===== config.mk =====
export PLATFORM = sky130hd
export DESIGN_NAME = nec_stack_sequencer
export DESIGN_NICKNAME = d
export VERILOG_FILES = /design/src/rtl/nec_stack_sequencer_pkg.sv /design/src/rtl/nec_stack_sequencer_scan.sv /design/src/rtl/nec_stack_sequencer.sv
export SDC_FILE = /design/constraint.sdc
export NUM_CORES = 1
export LEC_CHECK = 0
export ABC_CLOCK_PERIOD_IN_PS = 3320
export CORE_MARGIN = 2
export CORE_UTILIZATION = 47
export DETAILED_ROUTE_END_ITERATION = 7
export GPL_TIMING_DRIVEN = 0
export MAX_ROUTING_LAYER = met4
export PLACE_DENSITY_LB_ADDON = 0.3
export SLEW_MARGIN = 20
export SYNTH_ARGS = -nofsm -noshare
export SYNTH_HDL_FRONTEND = slang
export SYNTH_SLANG_ARGS = --single-unit

===== constraint.sdc =====
create_clock -name clk -period 3.32 [get_ports clk]
set_input_delay 0.664 -clock clk [delete_from_list [all_inputs] [get_ports clk]]
set_output_delay 0.664 -clock clk [all_outputs]
set_load 0.02 [all_outputs]

===== src/rtl/nec_stack_sequencer_pkg.sv =====
// nec_stack_sequencer_pkg
//    Shared types and constants for the stack sequencer.
//    - stack_seq_state_e : sequencer FSM states.
//    - scan_dir_e        : scan direction of the mask priority encoder.
//    - STACK_*           : bit assignments of the decoder push/pop masks.
package nec_stack_sequencer_pkg;

   typedef enum logic [1:0] {
      ST_IDLE = 2'd0,
      ST_PUSH = 2'd1,
      ST_POP  = 2'd2,
      ST_DONE = 2'd3
   } stack_seq_state_e;

   typedef enum logic {
      SCAN_LSB_FIRST = 1'b0,
      SCAN_MSB_FIRST = 1'b1
   } scan_dir_e;

   // Mask bit assignments (bit index == register-file select)
   localparam logic [3:0] STACK_AW   = 4'd0;
   localparam logic [3:0] STACK_CW   = 4'd1;
   localparam logic [3:0] STACK_DW   = 4'd2;
   localparam logic [3:0] STACK_BW   = 4'd3;
   localparam logic [3:0] STACK_SP   = 4'd4;   // push stores the SP at start; pop discards
   localparam logic [3:0] STACK_SKIP = 4'd5;   // push ignores; pop reads and discards
   localparam logic [3:0] STACK_BP   = 4'd6;
   localparam logic [3:0] STACK_IX   = 4'd7;
   localparam logic [3:0] STACK_IY   = 4'd8;
   localparam logic [3:0] STACK_PSW  = 4'd10;
   localparam logic [3:0] STACK_PS   = 4'd11;
   localparam logic [3:0] STACK_PC   = 4'd14;
   localparam logic [3:0] STACK_OPND = 4'd15;  // register file returns the operand bus

endpackage


===== src/rtl/nec_stack_sequencer_scan.sv =====
// nec_stack_mask_scan
//    Combinational priority encoder over a 16-bit slot mask.
//    DIR = SCAN_LSB_FIRST picks the lowest set bit, SCAN_MSB_FIRST the highest.
//    Ports:
//       mask  in  16 : slot mask
//       any   out  1 : at least one bit set
//       index out  4 : selected bit (0 when mask is empty)
module nec_stack_mask_scan
   import nec_stack_sequencer_pkg::*;
#(
   parameter scan_dir_e DIR = SCAN_LSB_FIRST
) (
   input  logic [15:0] mask,
   output logic        any,
   output logic [3:0]  index
);

   always_comb begin
      any   = |mask;
      index = 4'd0;
      // The last matching assignment wins, so iterate toward the preferred end.
      if (DIR == SCAN_LSB_FIRST) begin
         for (int i = 15; i >= 0; i--) begin
            if (mask[i]) index = 4'(i);
         end
      end else begin
         for (int i = 0; i < 16; i++) begin
            if (mask[i]) index = 4'(i);
         end
      end
   end

endmodule


===== src/rtl/nec_stack_sequencer.sv =====
// nec_stack_sequencer
//    Walks the decoder push/pop masks, issuing one stack bus cycle per set bit.
//    Pushes (lowest bit first) pre-decrement SP and write; pops (highest bit
//    first) read and post-increment SP. All pushes finish before any pop.
//    Ports:
//       clk, reset_n            : clock, synchronous active-low reset
//       start, push_mask,
//       pop_mask, sp_in         : sequence request (sampled in IDLE only)
//       busy, done              : status; done is a one-cycle completion pulse
//       reg_rd_sel/reg_rd_data  : register-file read for the current push slot
//       reg_wr_en/sel/data      : pop writeback, one cycle after the ack
//       mem_req/wr/addr/wdata,
//       mem_ack/rdata           : BIU handshake, SS-relative addresses
//       sp_out, sp_we           : final SP, committed together with done
module nec_stack_sequencer
   import nec_stack_sequencer_pkg::*;
#(
   parameter int WORD_BYTES = 2
) (
   input  logic        clk,
   input  logic        reset_n,
   input  logic        start,
   input  logic [15:0] push_mask,
   input  logic [15:0] pop_mask,
   input  logic [15:0] sp_in,
   output logic        busy,
   output logic        done,
   output logic [3:0]  reg_rd_sel,
   input  logic [15:0] reg_rd_data,
   output logic        reg_wr_en,
   output logic [3:0]  reg_wr_sel,
   output logic [15:0] reg_wr_data,
   output logic        mem_req,
   output logic        mem_wr,
   output logic [15:0] mem_addr,
   output logic [15:0] mem_wdata,
   input  logic        mem_ack,
   input  logic [15:0] mem_rdata,
   output logic [15:0] sp_out,
   output logic        sp_we
);

   localparam logic [15:0] STEP      = 16'(WORD_BYTES);
   localparam logic [15:0] SKIP_MASK = 16'h0001 << STACK_SKIP;

   stack_seq_state_e state_q;
   logic [15:0] push_q, pop_q, sp_q, orig_sp_q;
   logic        busy_q, done_q, sp_we_q;
   logic        mem_req_q, mem_wr_q;
   logic [15:0] mem_addr_q, sp_out_q;
   logic        reg_wr_en_q;
   logic [3:0]  reg_wr_sel_q;
   logic [15:0] reg_wr_data_q;

   logic        push_any, pop_any;
   logic [3:0]  push_idx, pop_idx;
   logic [15:0] push_clr_d, pop_clr_d, sp_dec_d, sp_inc_d, push_start_d;

   nec_stack_mask_scan #(.DIR(SCAN_LSB_FIRST)) u_push_scan (
      .mask  (push_q),
      .any   (push_any),
      .index (push_idx)
   );

   nec_stack_mask_scan #(.DIR(SCAN_MSB_FIRST)) u_pop_scan (
      .mask  (pop_q),
      .any   (pop_any),
      .index (pop_idx)
   );

   // Bit 5 never produces a push cycle, so it is dropped when the mask is latched.
   assign push_start_d = push_mask & ~SKIP_MASK;
   assign push_clr_d   = push_q & ~(16'h0001 << push_idx);
   assign pop_clr_d    = pop_q  & ~(16'h0001 << pop_idx);
   assign sp_dec_d     = sp_q - STEP;
   assign sp_inc_d     = sp_q + STEP;

   always_ff @(posedge clk) begin
      if (!reset_n) begin
         state_q       <= ST_IDLE;
         push_q        <= '0;
         pop_q         <= '0;
         sp_q          <= '0;
         orig_sp_q     <= '0;
         busy_q        <= 1'b0;
         done_q        <= 1'b0;
         sp_we_q       <= 1'b0;
         sp_out_q      <= '0;
         mem_req_q     <= 1'b0;
         mem_wr_q      <= 1'b0;
         mem_addr_q    <= '0;
         reg_wr_en_q   <= 1'b0;
         reg_wr_sel_q  <= '0;
         reg_wr_data_q <= '0;
      end else begin
         done_q      <= 1'b0;
         sp_we_q     <= 1'b0;
         reg_wr_en_q <= 1'b0;
         unique case (state_q)
            ST_IDLE: begin
               if (start) begin
                  push_q    <= push_start_d;
                  pop_q     <= pop_mask;
                  sp_q      <= sp_in;
                  orig_sp_q <= sp_in;
                  busy_q    <= 1'b1;
                  if (push_start_d != '0) begin
                     state_q    <= ST_PUSH;
                     mem_req_q  <= 1'b1;
                     mem_wr_q   <= 1'b1;
                     mem_addr_q <= sp_in - STEP;
                  end else if (pop_mask != '0) begin
                     state_q    <= ST_POP;
                     mem_req_q  <= 1'b1;
                     mem_wr_q   <= 1'b0;
                     mem_addr_q <= sp_in;
                  end else begin
                     state_q  <= ST_DONE;
                     done_q   <= 1'b1;
                     sp_we_q  <= 1'b1;
                     sp_out_q <= sp_in;
                  end
               end
            end
            ST_PUSH: begin
               if (mem_ack && push_any) begin
                  push_q <= push_clr_d;
                  sp_q   <= sp_dec_d;
                  if (push_clr_d != '0) begin
                     mem_addr_q <= sp_dec_d - STEP;
                  end else if (pop_any) begin
                     state_q    <= ST_POP;
                     mem_wr_q   <= 1'b0;
                     mem_addr_q <= sp_dec_d;
                  end else begin
                     state_q    <= ST_DONE;
                     mem_req_q  <= 1'b0;
                     mem_wr_q   <= 1'b0;
                     mem_addr_q <= '0;
                     done_q     <= 1'b1;
                     sp_we_q    <= 1'b1;
                     sp_out_q   <= sp_dec_d;
                  end
               end
            end
            ST_POP: begin
               if (mem_ack && pop_any) begin
                  pop_q         <= pop_clr_d;
                  sp_q          <= sp_inc_d;
                  // SP and the bit-5 slot are read but never written back.
                  reg_wr_en_q   <= (pop_idx != STACK_SP) && (pop_idx != STACK_SKIP);
                  reg_wr_sel_q  <= pop_idx;
                  reg_wr_data_q <= mem_rdata;
                  if (pop_clr_d != '0) begin
                     mem_addr_q <= sp_inc_d;
                  end else begin
                     state_q    <= ST_DONE;
                     mem_req_q  <= 1'b0;
                     mem_addr_q <= '0;
                     done_q     <= 1'b1;
                     sp_we_q    <= 1'b1;
                     sp_out_q   <= sp_inc_d;
                  end
               end
            end
            ST_DONE: begin
               state_q <= ST_IDLE;
               busy_q  <= 1'b0;
            end
            default: begin
               state_q <= ST_IDLE;
            end
         endcase
      end
   end

   assign busy        = busy_q;
   assign done        = done_q;
   assign sp_we       = sp_we_q;
   assign sp_out      = sp_out_q;
   assign mem_req     = mem_req_q;
   assign mem_wr      = mem_wr_q;
   assign mem_addr    = mem_addr_q;
   assign reg_wr_en   = reg_wr_en_q;
   assign reg_wr_sel  = reg_wr_sel_q;
   assign reg_wr_data = reg_wr_data_q;

   // Push data comes straight from the register file read port for the current slot.
   assign reg_rd_sel = (state_q == ST_PUSH) ? push_idx : 4'd0;
   assign mem_wdata  = (state_q != ST_PUSH)   ? 16'h0000  :
                       (push_idx == STACK_SP) ? orig_sp_q : reg_rd_data;

endmodule


# Word level (Yosys, flattened, before mapping)

Cells that the tools add are included.

Reductions and logical operators: 26
Shift operators: 2
Eq/ne operators: 16
Bitwise logic cells: 4
Add/subtract/negate cells: 4
Muxes and demuxes: 97

Operators by type and width:

| kind                  | count |
|---|---|
| $mux 16               | 25 |
| $pmux 16 s3           | 3 |
| $mux 4                | 25 |
| $pmux 16 s2           | 2 |
| $reduce_bool 16->1    | 4 |
| $sub 16x2->16 const B | 3 |
| $and 16x16->16        | 2 |
| $not 16->16           | 2 |
| $reduce_or 16->1      | 2 |
| $shl 1x4->16 const A  | 2 |
| $mux 1                | 25 |
| $add 16x2->16 const B | 1 |
| $mux 2                | 8 |
| $ne 2x2->1 const B    | 8 |
| $reduce_and 5->1      | 3 |
| $mux 3                | 4 |
| $reduce_and 3->1      | 3 |
| $reduce_and 9->1      | 1 |
| $ne 4x3->1 const B    | 2 |
| $pmux 2 s4            | 1 |
| $reduce_and 8->1      | 1 |
| $pmux 1 s3            | 2 |
| $reduce_and 2->1      | 3 |
| $reduce_bool 2->1     | 3 |
| other kinds (10)      | 14 |

Bits in registers: 123
Bits of input ports: 84
Output and inout port bits: 78
Logic and storage cells: 163

# Longest topological paths before layout

Word-level depth: 23
Gate-level depth with buffers: 13
Mapped depth without buffers: 11

# By module

A second synthesis with hierarchy kept.

Cells, all modules: 1123
Area, all modules: 7916.3 um^2

By module, submodules not included:

| module                            | cells an instance | sequential area each (um^2) | area an instance (um^2) | times used |
|---|---|---|---|---|
| nec_stack_sequencer               | 1061              | 2462.4                      | 7569.8                  | 1 |
| nec_stack_mask_scan (u_push_scan) | 34                | 0.0                         | 176.4                   | 1 |
| nec_stack_mask_scan (u_pop_scan)  | 28                | 0.0                         | 170.2                   | 1 |

# Worst setup path after synthesis

OpenSTA, ideal clock, no wires.

Kind: reg2out
Start: reg push_q[10]
End: out mem_wdata[10]
Buffers on the path: 1
Data arrival time: 2.797 ns
Setup slack: -0.141 ns
Cell stages (with the launch flop): 9
Data required time: 2.656 ns
Cell sequence: dfxtp_1 > or4_1 > a21oi_1 > o21a_1 > nand2b_1 > nor2_1 > clkbuf_1 > mux2i_1 > nor2_1

Word-level cells in the longest chain between the ends: 14

Ends and longest elaborated chain:

| item                   | RTL line                       | source |
|---|---|---|
| from (decl)            | nec_stack_sequencer.sv:47      | `logic [15:0] push_q, pop_q, sp_q, orig_sp_q;` |
| from (signal assigned) | nec_stack_sequencer.sv:102     | `push_q <= push_start_d;` |
| from (signal assigned) | nec_stack_sequencer.sv:127     | `push_q <= push_clr_d;` |
| $mux 4 (11 in series)  | nec_stack_sequencer_scan.sv:24 | `if (mask[i]) index = 4'(i);` |
| $eq 4x3->1             | nec_stack_sequencer.sv:191     | `(push_idx == STACK_SP) ? orig_sp_q : reg_rd_data;` |
| $mux 16                | nec_stack_sequencer.sv:191     |  |
| $mux 16                | nec_stack_sequencer.sv:190     | `assign mem_wdata = (state_q != ST_PUSH) ? 16'h0000 :` |
| to (decl)              | nec_stack_sequencer.sv:36      | `output logic [15:0] mem_wdata,` |

No other way between the ends.

# Worst setup path in the final report

Start: reg push_q[7]
End: reg mem_addr_q[2] (netlist: mem_addr[2])

Word-level cells in the longest chain between the ends: 15
Elaborated cells on any way between the ends: 19
Those cells by class: 1 x eq/ne; 1 x shift; 11 x mux; 2 x bitwise; 4 x reduce/logical

Ends and longest elaborated chain:

| item                 | RTL line                       | source |
|---|---|---|
| $mux 4 (8 in series) | nec_stack_sequencer_scan.sv:24 |  |
| $shl 1x4->16         | nec_stack_sequencer.sv:73      | `assign push_clr_d = push_q & ~(16'h0001 << push_idx);` |
| $not 16->16          | nec_stack_sequencer.sv:73      |  |
| $and 16x16->16       | nec_stack_sequencer.sv:73      |  |
| $reduce_bool 16->1   | nec_stack_sequencer.sv:129     | `if (push_clr_d != '0) begin` |
| $mux 16              | nec_stack_sequencer.sv:129     |  |
| $mux 16              | nec_stack_sequencer.sv:126     | `if (mem_ack && push_any) begin` |
| $pmux 16 s3          | nec_stack_sequencer.sv:99      | `unique case (state_q)` |
| to (signal assigned) | nec_stack_sequencer.sv:111     | `mem_addr_q <= sp_in - STEP;` |
| to (signal assigned) | nec_stack_sequencer.sv:130     | `mem_addr_q <= sp_dec_d - STEP;` |
| to (signal assigned) | nec_stack_sequencer.sv:134     | `mem_addr_q <= sp_dec_d;` |
| to (decl)            | nec_stack_sequencer.sv:50      | `logic [15:0] mem_addr_q, sp_out_q;` |

Parallel ways exist; a longest one is shown, timed or not. The select of a mux whose other input is x is not followed.
A chain may end at the register's enable or synchronous reset.

==> results.ini <==
[status]
outcome = complete, but fails checks
violations = negative setup slack

[finish]
nNetsFinal = 1356
diodes = 0
layout_common_cells = nand2_1, clkdlybuf4s50_1, nor2_1, dfxtp_1, a21oi_1
postLayoutCoreUtil_pct = 66.4
syn_to_final_growth_pct = 36.7
fin_cells = 1493
final_design_area_no_fill_sq_um = 10600
mostFrequentLayoutCell = nand2_1
drive_gt1_share_pct = 11.8

[routing]
wl_um = 28100
drc = 0
vias = 8773
firstDrtPassIters = 6
wl_per_cell_um = 18.8
drtIter0Drc = 967
ant_nets = 0
via_per_inst = 5.88

[worst_setup_path]
r2r-start = push_q[7]
crit_slowest_cell = or4_4
cp-end-kind = flop
crit_chain = or4_4 > or2_1 > nor2_2 > a31oi_1 > or4_4 > nor3_4 > buf_4 > mux2_2 > a221oi_2 > nor4_1
reg2reg_depth = 10
max_stage_delay_ps = 580
worst_ep_arrival_time_ps = 3600
r2r_setup_slack_ps = -5
r2r_end = mem_addr[2]
required_ps = 3590
crit_top_cell = or4_4
worst-path-max-fanout = 10
path_class = flop to flop
critical_path.startpoint_type = flop

[die]
die_w_um = 133
initial_core_util_pct = 48.5
coreArea_sq_um = 16000
die_area_sq_um = 17600
rows = 46
die_h_um = 133
ios = 162

[place]
dp.cells = 1446
dpl.hpwl_um = 20800
gp_congestion = 0.960
dpl-instance-area_sq_um = 9630
io_buffers = 159
dp_slack_ps = -896

[global_route]
grt_first_pass_wirelength_um = 44000
grt_antenna_before_repair = 0
track_usage_pct = 32.1
grt_max_degree = 17
grt-ovfl-total = 0
grt_pass1_vias = 8085

[power_and_ir_drop]
internal-power_mw = 5.63
ir_worst_vdd_mv = 0.581
comb_power_share_pct = 63.2
switching_power_mw = 5.33
power_density_nw_per_um2 = 1030
p_leak_nw = 4.01
p_sw_share_pct = 48.6
clkPwrFrac_pct = 15.8
seqPwrFrac_pct = 21.0
finalPower_mw = 11.0

[timing]
finalSetupViolations = 1
drv_slew = 0
slew_headroom_pct = 45.4
period_share_pct = 100
worstMarginPinSlew_ps = 810
fin_skew_ps = 9.89
hold_viol = 0
worst_slack_ps = -5.41
rsz0062_at_grt = yes
fmax_ghz = 0.301
layout_min_cycle_time_ps = 3330
finalSetupTns_ps = -5.41
hold_ws_ps = 452

[synthesis]
yosysWarnings = 0
synth_top_family_by_area = simple AND/OR/NAND/NOR gates
synth_ff_type = dfxtp_1
synthArstFlopShare_pct = 0
syn_inst = 1071
syn_nets = 1163
synth.yosys.seq_area_share_pct = 31.7
muxShareOfSynthArea_pct = 6.09
synthAdderAreaFrac_pct = 1.42
syn_area_per_cell_sq_um = 7.25
synthSimpleGateAreaFrac_pct = 28.8
synthesis.area_sq_um = 7760
synth_compound_area_share_pct = 20.6
synth_seq_cells = 123
synth_edf_count = 0
synth_cell_type_count = 73
synth-xor-area-share_pct = 6.09

[clock_tree]
clk_pin_slew_ps = 60
root_buffer = clkbuf_16
cts_hold_buf = 0
cts_max_level = 4
cts_inserted_buffers = 17
cts_tree = built
clock-sinks = 123
clock_path_buffers = 2
clock_latency_ps = 430

[worst_hold_path]
hp-class = flop to flop
hold_end = reg_wr_data[12]
hold_depth = 2
min_from = reg_wr_data[12]

[job]
drv_cap = 0

## final cells by class
class                      instances  area, sq um
fill                            1459         5380
multi-input combinational        845         5180
sequential                       123         2480
timing repair buffer             183         1730
clock buffer                      20          437
buffer                            66          313
tap                              216          270
inverter                          28          109
clock inverter                    12          100
## cell usage after synthesis, drive strengths merged (13+ instances only)
cell type	count	area [sq um]
a21oi	94	474
a31oi	21	131
buf	13	78.8
clkbuf	62	233
dfxtp	123	2460
inv	27	101
mux2i	45	450
nand2	164	616
nand3	15	75.1
nor2	147	554
nor3	44	236
nor4	25	169
o21ai	59	295
xnor2	31	272
xor2	23	201
## cell families after synthesis
| kind of cell | count (synthesis) |
|---|---|
| AOI/OAI and AO/OA | 258 |
| buffers and inverters | 103 |
| and+or+nand+nor | 477 |
| muxes | 47 |
| DFF | 123 |
| xor gates and xnor gates | 54 |
| adders and majority gates | 9 |
## routing by layer
metal,global-route usage [%],routed length (um),vias to the layer above
li1,-,-,4199
met4,10.8,630,0
met3,5.75,2630,58
met2,46.7,12300,478
met1,44.7,12600,4038
met5,-,0,-
## power groups by stage
stage          Combinational [mW]  Sequential (mW)  Clock [mW]
5_1_grt                      7.44             2.34        1.81
4_1_cts                      6.43             2.23        1.74
3_5_place_dp                 6.05             2.25           0
2_1_floorplan                4.00             2.37           0
6_report                     6.93             2.30        1.73
3_3_place_gp                 6.06             2.25           0
## state kept, by name (all words and copies together), names as in the netlist
signal and flops:
push_q 16, sp_out 16, mem_wr 1, state_q 2, reg_wr_en 1, pop_q 16
mem_addr 16, reg_wr_sel 4, orig_sp_q 16, busy 1, reg_wr_data 16, sp_we 1
sp_q 16, mem_req 1
## worst max-delay path: cells and delay by family, from the launching register on
| kind | cells | cell delay, ps |
|---|---|---|
| DFF | 1 | 380 |
| and+or+nand+nor | 6 | 1780 |
| buffers and inverters | 1 | 230 |
| muxes | 1 | 360 |
| AOI/OAI and AO/OA | 2 | 420 |
## timing repair
action,CTS,global route
endpoints found under the setup margin,74,62
pin swaps,14,19
cloned,0,1
gates resized for setup,105,58
buffers inserted,13,10
## how the worst max path moves through the flow
stage               cells after the start       endpoint  startpoint  slack (ps)
floorplan                               8  mem_wdata[10]  push_q[10]          30
global placement                        9  mem_wdata[13]  push_q[11]        -890
detailed placement                      9   mem_wdata[6]  push_q[10]        -900
CTS                                    10  mem_wdata[13]   push_q[5]        -110
global route                           10  mem_wdata[13]   push_q[5]         -40
finish                                 10    mem_addr[2]   push_q[7]          -5
Power figures use the tool's default switching activity.
